### config.mk
export PLATFORM = sky130hd
export DESIGN_NAME = water_level_sampler
export DESIGN_NICKNAME = d
export VERILOG_FILES = /design/src/rtl/water_pkg.sv /design/src/rtl/water_level_sampler_median3.sv /design/src/rtl/water_level_sampler.sv
export SDC_FILE = /design/constraint.sdc
export NUM_CORES = 1
export LEC_CHECK = 0
export CELL_PAD_IN_SITES_DETAIL_PLACEMENT = 2
export CELL_PAD_IN_SITES_GLOBAL_PLACEMENT = 2
export CORE_MARGIN = 1.5
export CORE_UTILIZATION = 33
export DETAILED_ROUTE_END_ITERATION = 10
export PLACE_DENSITY = 0.91
export SETUP_SLACK_MARGIN = 0.15
export SLEW_MARGIN = 20
export SYNTH_ARGS = -nofsm -noshare
export SYNTH_HDL_FRONTEND = slang
export SYNTH_HIERARCHICAL = 1
export SYNTH_SLANG_ARGS = --single-unit
export TNS_END_PERCENT = 30
### constraint.sdc
create_clock -name clk -period 4.2 [get_ports clk]
set_clock_uncertainty 0.1 [all_clocks]
set_input_delay 0.63 -clock clk [delete_from_list [all_inputs] [get_ports clk]]
set_output_delay 0.63 -clock clk [all_outputs]
set_load 0.005 [all_outputs]
### src/rtl/water_pkg.sv
// rtl/water_pkg.sv - shared types and constants for the water level front-end
// Purpose: level type, sampler state encoding and level bounds shared by the
//          sampler top and its median filter helper.
package water_pkg;

    typedef logic [3:0] level_t;

    typedef enum logic [1:0] {
        ACQUIRE = 2'd0,
        TRACK   = 2'd1,
        SETTLE  = 2'd2,
        FAULT   = 2'd3
    } sampler_state_t;

    localparam level_t LEVEL_EMPTY = 4'd0;
    localparam level_t LEVEL_FULL  = 4'd15;

endpackage

### src/rtl/water_level_sampler_median3.sv
// rtl/water_level_sampler_median3.sv - combinational median of three levels
// Purpose: picks the middle value of three level readings (spike rejection).
// Ports:
//   a, b, c : level_t inputs
//   median  : level_t middle value of a, b, c
module median3
    import water_pkg::*;
(
    input  level_t a,
    input  level_t b,
    input  level_t c,
    output level_t median
);

    always_comb begin
        median = c;
        if ((a >= b && a <= c) || (a <= b && a >= c)) begin
            median = a;
        end else if ((b >= a && b <= c) || (b <= a && b >= c)) begin
            median = b;
        end
    end

endmodule

### src/rtl/water_level_sampler.sv
// rtl/water_level_sampler.sv - debounced, fault-aware water level sensor sampler
// Purpose: samples sensor_raw once every SAMPLE_DIV cycles, publishes a level
//          only after STABLE_COUNT consecutive equal samples, and drops to a
//          fault state whenever the sensor reports unhealthy.
// Optional feature: define LEVEL_MEDIAN_EN to pass each tick's sample through
//          a median-of-three filter over the last three raw readings.
// Ports:
//   clk           : system clock, rising edge
//   reset         : synchronous active-high reset
//   sensor_raw    : raw 4-bit level reading (0 empty, 15 full)
//   sensor_ok     : sensor healthy, checked every cycle
//   water_level   : published settled level
//   level_valid   : water_level holds a settled reading
//   level_changed : one-cycle pulse on every publish
//   fault         : high while in FAULT
module water_level_sampler
    import water_pkg::*;
#(
    parameter int SAMPLE_DIV   = 4,
    parameter int STABLE_COUNT = 3
)
(
    input  logic       clk,
    input  logic       reset,
    input  logic [3:0] sensor_raw,
    input  logic       sensor_ok,
    output logic [3:0] water_level,
    output logic       level_valid,
    output logic       level_changed,
    output logic       fault
);

    localparam int DIV_W = $clog2(SAMPLE_DIV);
    localparam int CNT_W = $clog2(STABLE_COUNT + 1);
    localparam logic [DIV_W-1:0] DIV_LAST = DIV_W'(SAMPLE_DIV - 1);
    localparam logic [CNT_W-1:0] CNT_FULL = CNT_W'(STABLE_COUNT);
    localparam logic [CNT_W-1:0] CNT_ONE  = CNT_W'(1);

    sampler_state_t   state, state_n;
    logic [DIV_W-1:0] div;
    level_t           cand, cand_n;
    logic [CNT_W-1:0] count, count_n, count_inc;
    logic             tick;
    logic             publish;
    level_t           pub_val;
    level_t           sample;

    assign tick      = (div == DIV_LAST);
    assign count_inc = (count == CNT_FULL) ? count : count + CNT_ONE;

`ifdef LEVEL_MEDIAN_EN
    level_t hist1, hist2;

    median3 u_median3 (
        .a      (sensor_raw),
        .b      (hist1),
        .c      (hist2),
        .median (sample)
    );

    always_ff @(posedge clk) begin
        if (reset || !sensor_ok) begin
            hist1 <= LEVEL_EMPTY;
            hist2 <= LEVEL_EMPTY;
        end else if (tick) begin
            hist2 <= hist1;
            hist1 <= sensor_raw;
        end
    end
`else
    assign sample = sensor_raw;
`endif

    // Next-state logic assumes sensor_ok=1; the fault override lives in the
    // sequential block so that it beats any tick in the same cycle.
    always_comb begin
        state_n = state;
        cand_n  = cand;
        count_n = count;
        publish = 1'b0;
        pub_val = cand;
        case (state)
            ACQUIRE: begin
                if (tick) begin
                    if (sample == cand) begin
                        count_n = count_inc;
                    end else begin
                        cand_n  = sample;
                        count_n = CNT_ONE;
                    end
                    if (count_n == CNT_FULL) begin
                        publish = 1'b1;
                        pub_val = cand_n;
                        state_n = TRACK;
                    end
                end
            end
            TRACK: begin
                if (tick && sample != water_level) begin
                    cand_n  = sample;
                    count_n = CNT_ONE;
                    // A single-sample threshold publishes without visiting SETTLE.
                    if (count_n == CNT_FULL) begin
                        publish = 1'b1;
                        pub_val = sample;
                    end else begin
                        state_n = SETTLE;
                    end
                end
            end
            SETTLE: begin
                if (tick) begin
                    if (sample == cand) begin
                        count_n = count_inc;
                        if (count_n == CNT_FULL) begin
                            publish = 1'b1;
                            pub_val = cand;
                            state_n = TRACK;
                        end
                    end else if (sample == water_level) begin
                        count_n = '0;
                        state_n = TRACK;
                    end else begin
                        cand_n  = sample;
                        count_n = CNT_ONE;
                    end
                end
            end
            FAULT: begin
                state_n = ACQUIRE;
            end
            default: begin
                state_n = ACQUIRE;
            end
        endcase
    end

    always_ff @(posedge clk) begin
        if (reset) begin
            state         <= ACQUIRE;
            div           <= '0;
            cand          <= LEVEL_EMPTY;
            count         <= '0;
            water_level   <= LEVEL_EMPTY;
            level_valid   <= 1'b0;
            level_changed <= 1'b0;
            fault         <= 1'b0;
        end else if (!sensor_ok) begin
            state         <= FAULT;
            div           <= '0;
            cand          <= LEVEL_EMPTY;
            count         <= '0;
            level_valid   <= 1'b0;
            level_changed <= 1'b0;
            fault         <= 1'b1;
        end else begin
            state         <= state_n;
            div           <= tick ? '0 : div + DIV_W'(1);
            cand          <= cand_n;
            count         <= count_n;
            level_changed <= publish;
            fault         <= 1'b0;
            if (publish) begin
                water_level <= pub_val;
                level_valid <= 1'b1;
            end
        end
    end

endmodule

==> results.md <==
- Sequential share of the synthesized area: 0.387
- Sequential power share: 0.512
- Most frequent cells in the layout: dfxtp_1, clkdlybuf4s50_1
- DP HPWL: about 1.8 mm
- Post-CTS setup buffer count: 0
- Required time of the worst setup path: 4310 ps
- Largest cells by area after synthesis: dfxtp_1, ha_1, xnor2_1
- Cell-internal power: 237 uW
- Fin area: between 0.001 and 0.0015 mm2
- CP endpoint kind: register
- CORE AREA: 0.00250 mm2
- Die Span Y: about 55 um
- Overflow after GRT: 0
- Comb pwr share: 0.221
- Final setup TNS: 0 ps
- Switching share of power: 0.303
- Final count of negative-setup-slack endpoints: 0
- Max-Cap Viols: 0
- Syn-to-layout area delta: 20.7%
- Max incr delay on CP: approximately 480 ps
- Mapped Avg Cell Area: between 9 and 10 um2
- Cells after Synth: 97
- Crit path max-delay family: simple AND/OR/NAND/NOR gates
- Worst VDD drop: around 150 uV
- Initial antenna violation count: 0
- Total GRT Usage: 0.197
- Initial drt markers: 3
- Hold Crit Class: register to register
- # resized after CTS: 0
- Largest net degree at the start of global routing: 12
- Die width: 54.6 um
- Full die area: 0.00298 mm2
- Total CTS buffers: 3
- Starting density of the core: 0.351
- Routed vias: between 700 and 800
- Filler instances: 286
- CTS H-tree depth: 1
- Power share of the clock group: 0.267
- Status: complete, no violations
- DRT Pass-1 Iters: 3
- Fin crit share: 0.550
- Ports: 14
- Final net count: ~130
- Leading area contributor after synthesis: dfxtp_1
- Vias in the first global route: 877
- Worst-path clk slew: 100 ps
- DR WL/cell: about 17 um
- First-pass GRT wire length: 4.05 mm
- Area after DPL: between 0.001 and 0.0015 mm2
- Layout cell share with drive strength beyond 1: 0.0721
- Hold bufs inserted after CTS: 0
- Total wire length: around 2.4 mm
- CTS tree: yes
- Lkg Pwr: around 0.00036 uW
- P per Cell Area: approximately 320 mW/mm2
- Critical path class: input port to register
- Num rows: 18
- # diodes: 0
- Slew margin rel.: 0.665
- P_sw: 103 uW
- YS warnings: 6
- # DRC: 0
- Startpoint Class: input port
- Synth Register Bits: 17
- R2r setup slk: approximately 2000 ps
- Clock Sinks: 17
- Post-synthesis cell type count: 30
- Worst Tran Pin Value: between 500 and 600 ps
- Slew Viols, Final: 0
- Yosys top cell area share: 0.387
- Min Tclk post-route: ~2300 ps
- Critical Path AT: 2430 ps
- Worst-Skew Late Latency: about 300 ps
- Final Hold Viols: 0
- Root Buffer: clkbuf_4
- Synthesized area: roughly 900 um2
- Critical path's slowest cell: clkdlybuf4s50_1
- Via/cell ratio: 5.50
- Critical Path Fanout Max: 4
- DRT antenna net count: 0
- Critical-path cell list: clkdlybuf4s50_1 > xnor2_1 > nand4_1 > or3_4 > a21o_1 > a311oi_1
- Fmax achieved: ~0.43 GHz
- Leading cell type in the layout, fill and taps excluded: dfxtp_1
- RePlAce Congestion: 0.748
- Syn nets: 110
- Buffers & Inverters on Critical Path: 1
- Unrepaired setup endpoints after global routing: false
- Bufs on Longest Clock Path: 2
- Port-buffer cells: 13
-- synth_stat cells, drive strengths merged --
master,instances
dfxtp,17
a21oi,8
nor2,8
o21ai,8
xnor2,8
ha,6
inv,5
mux2i,4
nand3,4
nand4,3
a211oi,2
a21boi,2
a311oi,2
clkbuf,2
nand2,2
nor3,2
a21bo,1
a21o,1
a31oi,1
a32o,1
a41oi,1
and3,1
and4,1
buf,1
nand2b,1
nor2b,1
o21ba,1
o21bai,1
or2,1
or3,1
-- area by class of cell --
type                       count  area, um2  area share
multi-input combinational     72        507       0.478
tap                           30       37.5      0.0354
clock buffer                   4       26.3      0.0248
timing repair buffer          13        130       0.123
sequential                    17        340       0.321
inverter                       5       18.8      0.0177
-- registers in the layout, indices dropped and copies added, names as in the netlist --
register / count
cand: 4
level_changed: 1
count: 2
state: 2
fault: 1
div: 2
level_valid: 1
water_level: 4
-- logic make-up after synthesis --
| kind of cell | after synthesis | share of synthesized area |
|---|---|---|
| AO/OA/AOI/OAI | 29 | 0.214 |
| AND/OR/NAND/NOR | 25 | 0.152 |
| flip-flops | 17 | 0.387 |
| XOR/XNOR | 8 | 0.0798 |
| buffers and inverters | 8 | 0.0356 |
| adder cells (fa/ha/maj) | 6 | 0.0855 |
| multiplexers | 4 | 0.0456 |
-- per-stage QoR --
stage | worst slack [ps] | util | power [uW] | cells | hold WS, ps
after floorplan | 2260 | - | 229 | 97 | 304
after global placement | 1680 | 0.413 | 249 | 137 | 315
after detailed placement | 1590 | 0.413 | 252 | 137 | 332
after CTS | 1890 | 0.424 | 345 | 141 | 346
after global routing | 1790 | 0.424 | 364 | 141 | 372
final | 1890 | 0.424 | 340 | 141 | 334
-- metal layers --
metal / wire (um) / vias to the layer above / global-route usage
met5: 0 / - / 0
met4: 19 / 0 / 0.0708
met3: 70 / 2 / 0.0546
met2: 1230 / 12 / 0.369
met1: 1060 / 385 / 0.205
li1: - / 376 / -
-- worst paths after layout --
kind                    startpoint                     to  cells after the start
max                  sensor_raw[2]  state[1]$_SDFFE_PP0P_                      6
min reg2reg      div[0]$_SDFF_PP0_      div[0]$_SDFF_PP0_                      1
max reg2reg  state[0]$_SDFFE_PP0P_  count[1]$_SDFFE_PP0P_                      7
min              div[0]$_SDFF_PP0_      div[0]$_SDFF_PP0_                      1
-- power by group through the flow --
stage | combinational (uW) | clock, uW | sequential (uW)
after floorplan | 52.8 | 0 | 176
after global placement | 71.4 | 0 | 178
after detailed placement | 74.2 | 0 | 178
after CTS | 75.8 | 95.0 | 174
after global routing | 83.8 | 105 | 176
final | 75.4 | 90.9 | 174
Note: power is estimated with default switching activity, not from simulation.
